`config.mk`:
```
export PLATFORM = sky130hd
export DESIGN_NAME = nla_job_scheduler_flat
export DESIGN_NICKNAME = d
export VERILOG_FILES = /design/src/rtl/nla_job_scheduler_if.sv /design/src/rtl/nla_job_scheduler.sv /design/src/flat_wrapper.sv
export SDC_FILE = /design/constraint.sdc
export NUM_CORES = 1
export LEC_CHECK = 0
export CAP_MARGIN = 20
export CORE_MARGIN = 8
export CORE_UTILIZATION = 38
export CTS_BUF_LIST = sky130_fd_sc_hd__clkbuf_8
export DETAILED_ROUTE_END_ITERATION = 12
export RECOVER_POWER = 100
export SLEW_MARGIN = 25
export SYNTH_ARGS = -nofsm -noshare
export SYNTH_HDL_FRONTEND = slang
export SYNTH_SLANG_ARGS = --single-unit
```
`constraint.sdc`:
```
create_clock -name clk_i -period 3.55 [get_ports clk_i]
set_input_delay 0.71 -clock clk_i [delete_from_list [all_inputs] [get_ports clk_i]]
set_output_delay 0.71 -clock clk_i [all_outputs]
set_load 0.005 [all_outputs]
```
`src/rtl/nla_job_scheduler_if.sv`:
```
// Request/response bus between the NLA requesters and the job scheduler.
// Signal names keep the scheduler-side direction suffixes so the bus reads
// the same as the scheduler's own port list.
interface nla_job_scheduler_if #(
    parameter int NUM_REQ = 4,
    parameter int DATA_W  = 16
);
    localparam int IDW = $clog2(NUM_REQ);

    logic [NUM_REQ-1:0]   req_valid_i;
    logic [2*NUM_REQ-1:0] req_func_i;
    logic [NUM_REQ-1:0]   req_ready_o;
    logic                 rsp_valid_o;
    logic [IDW-1:0]       rsp_id_o;
    logic [DATA_W-1:0]    rsp_data_o;
    logic                 rsp_timeout_o;
    logic                 rsp_ready_i;

    // Requester / response-consumer side
    modport master (
        output req_valid_i, req_func_i, rsp_ready_i,
        input  req_ready_o, rsp_valid_o, rsp_id_o, rsp_data_o, rsp_timeout_o
    );

    // Scheduler side
    modport slave (
        input  req_valid_i, req_func_i, rsp_ready_i,
        output req_ready_o, rsp_valid_o, rsp_id_o, rsp_data_o, rsp_timeout_o
    );
endinterface

```
`src/rtl/nla_job_scheduler.sv`:
```
// Round-robin job scheduler sharing one NLA polynomial engine between
// NUM_REQ requesters. Each job looks up its coefficient count, launches the
// engine, waits for the result strobe (or a watchdog abort) and returns the
// tagged response.
module nla_job_scheduler #(
    parameter int NUM_REQ    = 4,
    parameter int ADDR_LINES = 5,
    parameter int DATA_W     = 16,
    parameter int TIMEOUT    = 511
) (
    input  logic                  clk_i,
    input  logic                  rstn_i,
    nla_job_scheduler_if.slave    bus,
    input  logic                  cfg_we_i,
    input  logic [1:0]            cfg_func_i,
    input  logic [ADDR_LINES-1:0] cfg_count_i,
    output logic                  eng_start_o,
    output logic [ADDR_LINES-1:0] eng_coeff_count_o,
    input  logic                  eng_done_i,
    input  logic [DATA_W-1:0]     eng_result_i,
    output logic                  busy_o
);
    localparam int IDW = $clog2(NUM_REQ);

    localparam logic [3:0] S_IDLE   = 4'b0001;
    localparam logic [3:0] S_LAUNCH = 4'b0010;
    localparam logic [3:0] S_WAIT   = 4'b0100;
    localparam logic [3:0] S_RESP   = 4'b1000;

    logic [3:0]            state;
    logic [IDW-1:0]        ptr;
    logic [IDW-1:0]        id_q;
    logic [ADDR_LINES-1:0] count_q;
    logic [ADDR_LINES-1:0] cnt_tab [4];
    logic [9:0]            timer;
    logic [DATA_W-1:0]     res_q;
    logic                  to_q;

    logic                  gnt_any;
    logic [IDW-1:0]        gnt_id;
    logic [1:0]            gnt_func;
    logic [IDW:0]          idx;
    logic [NUM_REQ-1:0]    rdy;
    logic [IDW-1:0]        ptr_nxt;

    // Rotating-priority search: first valid requester at or after ptr, wrapping.
    always_comb begin
        gnt_any  = 1'b0;
        gnt_id   = '0;
        gnt_func = '0;
        idx      = '0;
        for (int k = 0; k < NUM_REQ; k++) begin
            idx = {1'b0, ptr} + (IDW+1)'(k);
            if (idx >= (IDW+1)'(NUM_REQ))
                idx = idx - (IDW+1)'(NUM_REQ);
            if (!gnt_any && bus.req_valid_i[idx[IDW-1:0]]) begin
                gnt_any  = 1'b1;
                gnt_id   = idx[IDW-1:0];
                gnt_func = bus.req_func_i[{idx[IDW-1:0], 1'b0} +: 2];
            end
        end
    end

    // One-hot accept pulse, only while idle; forced low while reset is held.
    always_comb begin
        rdy = '0;
        if (rstn_i && state == S_IDLE && gnt_any)
            rdy[gnt_id] = 1'b1;
    end

    assign ptr_nxt = (id_q == IDW'(NUM_REQ-1)) ? '0 : id_q + IDW'(1);

    // Coefficient-count table; writable in any state, read only at grant.
    always_ff @(posedge clk_i or negedge rstn_i) begin
        if (!rstn_i) begin
            for (int i = 0; i < 4; i++) cnt_tab[i] <= '0;
        end else if (cfg_we_i) begin
            cnt_tab[cfg_func_i] <= cfg_count_i;
        end
    end

    // Job FSM: grant, launch the engine, wait with watchdog, hold the response.
    always_ff @(posedge clk_i or negedge rstn_i) begin
        if (!rstn_i) begin
            state   <= S_IDLE;
            ptr     <= '0;
            id_q    <= '0;
            count_q <= '0;
            timer   <= '0;
            res_q   <= '0;
            to_q    <= 1'b0;
        end else begin
            case (state)
                S_IDLE: begin
                    if (gnt_any) begin
                        id_q    <= gnt_id;
                        count_q <= cnt_tab[gnt_func];
                        state   <= S_LAUNCH;
                    end
                end
                S_LAUNCH: begin
                    timer <= 10'(TIMEOUT);
                    state <= S_WAIT;
                end
                S_WAIT: begin
                    // A done strobe beats a simultaneous watchdog expiry.
                    if (eng_done_i) begin
                        res_q <= eng_result_i;
                        to_q  <= 1'b0;
                        state <= S_RESP;
                    end else if (timer == '0) begin
                        res_q <= '0;
                        to_q  <= 1'b1;
                        state <= S_RESP;
                    end else begin
                        timer <= timer - 10'd1;
                    end
                end
                S_RESP: begin
                    if (bus.rsp_ready_i) begin
                        ptr   <= ptr_nxt;
                        state <= S_IDLE;
                    end
                end
                default: state <= S_IDLE;
            endcase
        end
    end

    assign bus.req_ready_o   = rdy;
    assign bus.rsp_valid_o   = (state == S_RESP);
    assign bus.rsp_id_o      = id_q;
    assign bus.rsp_data_o    = res_q;
    assign bus.rsp_timeout_o = to_q;
    assign eng_start_o       = (state == S_LAUNCH);
    assign eng_coeff_count_o = (state == S_LAUNCH || state == S_WAIT) ? count_q : '0;
    assign busy_o            = (state != S_IDLE);
endmodule

```
`src/flat_wrapper.sv`:
```
// flat-port wrapper written by rule: the top's interface ports become plain ports
module nla_job_scheduler_flat 
#(
    parameter int NUM_REQ    = 4,
    parameter int ADDR_LINES = 5,
    parameter int DATA_W     = 16,
    parameter int TIMEOUT    = 511
)
  (clk_i, rstn_i, cfg_we_i, cfg_func_i, cfg_count_i, eng_start_o, eng_coeff_count_o, eng_done_i, eng_result_i, busy_o, bus_req_valid_i, bus_req_func_i, bus_rsp_ready_i, bus_req_ready_o, bus_rsp_valid_o, bus_rsp_id_o, bus_rsp_data_o, bus_rsp_timeout_o);
  nla_job_scheduler_if #(.NUM_REQ(NUM_REQ), .DATA_W(DATA_W)) bus_i ();
  input  logic clk_i;
  input  logic rstn_i;
  input  logic cfg_we_i;
  input  logic [1:0] cfg_func_i;
  input  logic [ADDR_LINES-1:0] cfg_count_i;
  output logic eng_start_o;
  output logic [ADDR_LINES-1:0] eng_coeff_count_o;
  input  logic eng_done_i;
  input  logic [DATA_W-1:0] eng_result_i;
  output logic busy_o;
  input wire logic [$bits(bus_i.req_valid_i)-1:0] bus_req_valid_i;
  input wire logic [$bits(bus_i.req_func_i)-1:0] bus_req_func_i;
  input wire logic [$bits(bus_i.rsp_ready_i)-1:0] bus_rsp_ready_i;
  output wire logic [$bits(bus_i.req_ready_o)-1:0] bus_req_ready_o;
  output wire logic [$bits(bus_i.rsp_valid_o)-1:0] bus_rsp_valid_o;
  output wire logic [$bits(bus_i.rsp_id_o)-1:0] bus_rsp_id_o;
  output wire logic [$bits(bus_i.rsp_data_o)-1:0] bus_rsp_data_o;
  output wire logic [$bits(bus_i.rsp_timeout_o)-1:0] bus_rsp_timeout_o;
  assign bus_i.req_valid_i = bus_req_valid_i;
  assign bus_i.req_func_i = bus_req_func_i;
  assign bus_i.rsp_ready_i = bus_rsp_ready_i;
  assign bus_req_ready_o = bus_i.req_ready_o;
  assign bus_rsp_valid_o = bus_i.rsp_valid_o;
  assign bus_rsp_id_o = bus_i.rsp_id_o;
  assign bus_rsp_data_o = bus_i.rsp_data_o;
  assign bus_rsp_timeout_o = bus_i.rsp_timeout_o;
  nla_job_scheduler #(.NUM_REQ(NUM_REQ), .ADDR_LINES(ADDR_LINES), .DATA_W(DATA_W), .TIMEOUT(TIMEOUT)) u_core (.clk_i(clk_i), .rstn_i(rstn_i), .bus(bus_i), .cfg_we_i(cfg_we_i), .cfg_func_i(cfg_func_i), .cfg_count_i(cfg_count_i), .eng_start_o(eng_start_o), .eng_coeff_count_o(eng_coeff_count_o), .eng_done_i(eng_done_i), .eng_result_i(eng_result_i), .busy_o(busy_o));
endmodule
```
==> impl_metrics.env <==
export IMPL_status="finished, final reports clean"
export IMPL_clk_pin_slew_ns=0.06
export IMPL_sw_frac_of_total=0.340
export IMPL_slew_viol_final=0
export IMPL_finalCritPeriodShare=0.964
export IMPL_cp_arrival_ns=2.71
export IMPL_final_cells=473
export IMPL_ant_nets=0
export IMPL_drcViolationCount=0
export IMPL_die_area_sq_um=11800
export IMPL_placed_cells=459
export IMPL_grt_pass1_wl_microns=13900
export IMPL_endpoint_kind="output port"
export IMPL_start_util=0.394
export IMPL_cts_sinks=60
export IMPL_critPathLaunchType="primary input"
export IMPL_layout_commonest_cell="dfrtp_1"
export IMPL_grt_ovfl_total=0
export IMPL_internal_power_mw=1.84
export IMPL_area_growth_pct=30.8
export IMPL_ys_ff_latch=60
export IMPL_vias_per_cell=5.47
export IMPL_drt_initial_drc_count=121
export IMPL_drt_wirelength_per_cell_microns=18.2
export IMPL_crit_required_ns=2.84
export IMPL_endpoint="bus_req_ready_o[1]"
export IMPL_async_reset_ff_frac=1.00
export IMPL_grt_max_degree=59
export IMPL_ir_worst_vdd_mv=0.305
export IMPL_core_sq_um=8260
export IMPL_reg2reg_to="u_core.count_q[3]"
export IMPL_io_buffers=70
export IMPL_p_per_area_nw_per_um2=654
export IMPL_ys_seq_area_frac=0.462
export IMPL_finalHoldViolCount=0
export IMPL_io_pin_count=71
export IMPL_hold_class="primary input to asynchronous set/reset pin"
export IMPL_fmax_mhz=292
export IMPL_fill_cells=771
export IMPL_clockPowerShare=0.218
export IMPL_fin_hold_ws_ns=0.277
export IMPL_synthDominantCellAreaShare=0.454
export IMPL_r2r_start="u_core.ptr[0]"
export IMPL_synth_nets=326
export IMPL_slew_headroom=0.0346
export IMPL_n_antenna_cell=0
export IMPL_p_switching_mw=0.946
export IMPL_skew_ns=0.00901
export IMPL_fin_nets=407
export IMPL_cts_tree="done"
export IMPL_grt_pass1_vias=2596
export IMPL_setup_tns_final_ns=0
export IMPL_cts_setup_buffers=0
export IMPL_rsz0062_at_grt="false"
export IMPL_synth_ff_type="dfrtp_1"
export IMPL_place_ws_ns=0.121
export IMPL_gp_routability_congestion=0.875
export IMPL_crit_type="primary input to output port"
export IMPL_cp_max_fo=8
export IMPL_startpoint="bus_req_valid_i[1]"
export IMPL_setup_slack_ns=0.126
export IMPL_post_route_min_period_ns=3.42
export IMPL_die_h_microns=109
export IMPL_syn_area_sq_um=3250
export IMPL_synth_edf_count=0
export IMPL_finalSetupViolCount=0
export IMPL_die_w_microns=109
export IMPL_cts_root_buf="clkbuf_8"
export IMPL_antenna_found_initial=0
export IMPL_htree_levels=3
export IMPL_synth_area_per_cell_sq_um=11.5
export IMPL_synth_cell_types=62
export IMPL_synth_warnings=0
export IMPL_drive_gt1_frac=0.166
export IMPL_cap_violations=0
export IMPL_clk_latency_ns=0.33
export IMPL_track_usage=0.152
export IMPL_synth_area_leader_cell="dfrtp_1"
export IMPL_worst_slew_pin_slew_ns=1.45
export IMPL_p_seq_frac=0.368
export IMPL_p_comb_frac=0.414
export IMPL_synth_top_cells_by_area="dfrtp_1, mux2_2, mux2i_1, a22o_1, nand2_1"
export IMPL_netlist_instances=284
export IMPL_drt_pass1_iter_count=5
export IMPL_reg2regPathDepth=7
export IMPL_clk_path_buf_depth=2
export IMPL_rows=33
export IMPL_routed_wl_microns=8620
export IMPL_cts_buffers=9
export IMPL_leakage_nw=1.79
export IMPL_hpwl_microns=6410
export IMPL_vias=2586
export IMPL_mostFrequentLayoutCells="dfrtp_1, clkdlybuf4s50_1, dlygate4sd3_1"
export IMPL_reg2reg_slack_ns=0.79
-- logic make-up (layout without fill, tap and decap cells) --
logic type / count (synthesis) / after routing / share of synthesized area
and+or+nand+nor: 77 / 77 / 0.139
adders and majority gates: 2 / 2 / 0.00769
muxes: 44 / 44 / 0.157
xor gates and xnor gates: 5 / 5 / 0.0135
AOI/OAI and AO/OA: 73 / 73 / 0.190
buffers and inverters: 23 / 107 / 0.0308
DFF: 60 / 60 / 0.462
-- power groups by stage --
stage,registers (mW),clock network (mW),logic [mW]
global placement,1.03,0,1.24
finish,1.03,0.606,1.15
global route,1.06,0.658,1.27
floorplan,1.00,0,0.740
detailed placement,1.04,0,1.24
CTS,1.03,0.631,1.25
-- synth_stat cells (2+ instances only) --
| cell type | instances |
|---|---|
| a22o_1 | 16 |
| xnor2_1 | 3 |
| ha_1 | 2 |
| nand2b_1 | 5 |
| a21o_1 | 5 |
| nor2b_1 | 6 |
| nor4_1 | 4 |
| mux4_2 | 2 |
| nor3_1 | 3 |
| a21oi_1 | 11 |
| xor2_1 | 2 |
| clkbuf_1 | 4 |
| inv_1 | 10 |
| nand3b_1 | 6 |
| buf_2 | 5 |
| a21oi_4 | 2 |
| or3_2 | 2 |
| nor3b_1 | 2 |
| or3_1 | 3 |
| nand2_1 | 22 |
| mux2_2 | 25 |
| mux2i_1 | 16 |
| o21ai_0 | 7 |
| o31ai_1 | 7 |
| nand3_1 | 4 |
| nor2_1 | 10 |
| o221ai_1 | 5 |
| dfrtp_1 | 59 |
| o2111ai_2 | 2 |
| buf_4 | 2 |
-- metal layers --
layer | vias up | routed length, microns | part of all wire | GRT usage
li1 | 1230 | - | - | -
met1 | 1275 | 3980 | 0.46 | 0.203
met2 | 71 | 4110 | 0.48 | 0.233
met3 | 10 | 392 | 0.045 | 0.0327
met4 | 0 | 145 | 0.017 | 0.0616
met5 | - | 0 | 0 | 0
-- worst min path at each step --
| stage | start | end | cells after the start |
|---|---|---|---|
| after detailed placement | u_core.bus.rsp_data_o[12] | u_core.bus.rsp_data_o[12] | 1 |
| final | rstn_i | u_core.ptr[0] | 1 |
| after floorplan | rstn_i | u_core.bus.rsp_data_o[0] | 0 |
| after global placement | u_core.bus.rsp_data_o[8] | u_core.bus.rsp_data_o[8] | 1 |
| after global routing | rstn_i | u_core.ptr[0] | 1 |
| after CTS | rstn_i | u_core.ptr[0] | 1 |
-- flip-flops by register name (all words and copies together) (netlist names) --
| register | count |
|---|---|
| u_core.cnt_tab | 20 |
| u_core.bus.rsp_data_o | 16 |
| u_core.timer | 10 |
| u_core.count_q | 5 |
| u_core.state | 4 |
| u_core.bus.rsp_id_o | 2 |
| u_core.ptr | 2 |
| u_core.bus.rsp_timeout_o | 1 |
-- final cells by class --
cell class                 count  area, sq um  share of cell area
tap                          105          131              0.0309
sequential                    60         1500               0.353
multi-input combinational    201         1620               0.380
clock buffer                  11          151              0.0356
timing repair buffer          81          769               0.181
clock inverter                 3         38.8             0.00912
inverter                      12         45.0              0.0106
-- worst max-delay path: stages --
cell             delay, ns
clkdlybuf4s50_1       0.52
or3_1                 0.47
o21bai_2              0.26
clkinv_1              0.14
nand3_1               0.12
nor2_1                0.05
clkdlybuf4s50_1       0.44
-- repair_timing --
action                     in CTS  in global routing
hold buffers                    0                  0
setup endpoints to repair       0                  3
gates resized for setup         0                  3
-- per-stage QoR --
| stage | power [mW] | utilization | cell area [sq um] |
|---|---|---|---|
| floorplan | 1.75 | - | 3250 |
| global placement | 2.27 | 0.497 | 4110 |
| detailed placement | 2.28 | 0.497 | 4110 |
| CTS | 2.91 | 0.520 | 4300 |
| global route | 2.98 | 0.515 | 4250 |
| finish | 2.78 | 0.515 | 4250 |
Power figures use the tool's default switching activity.
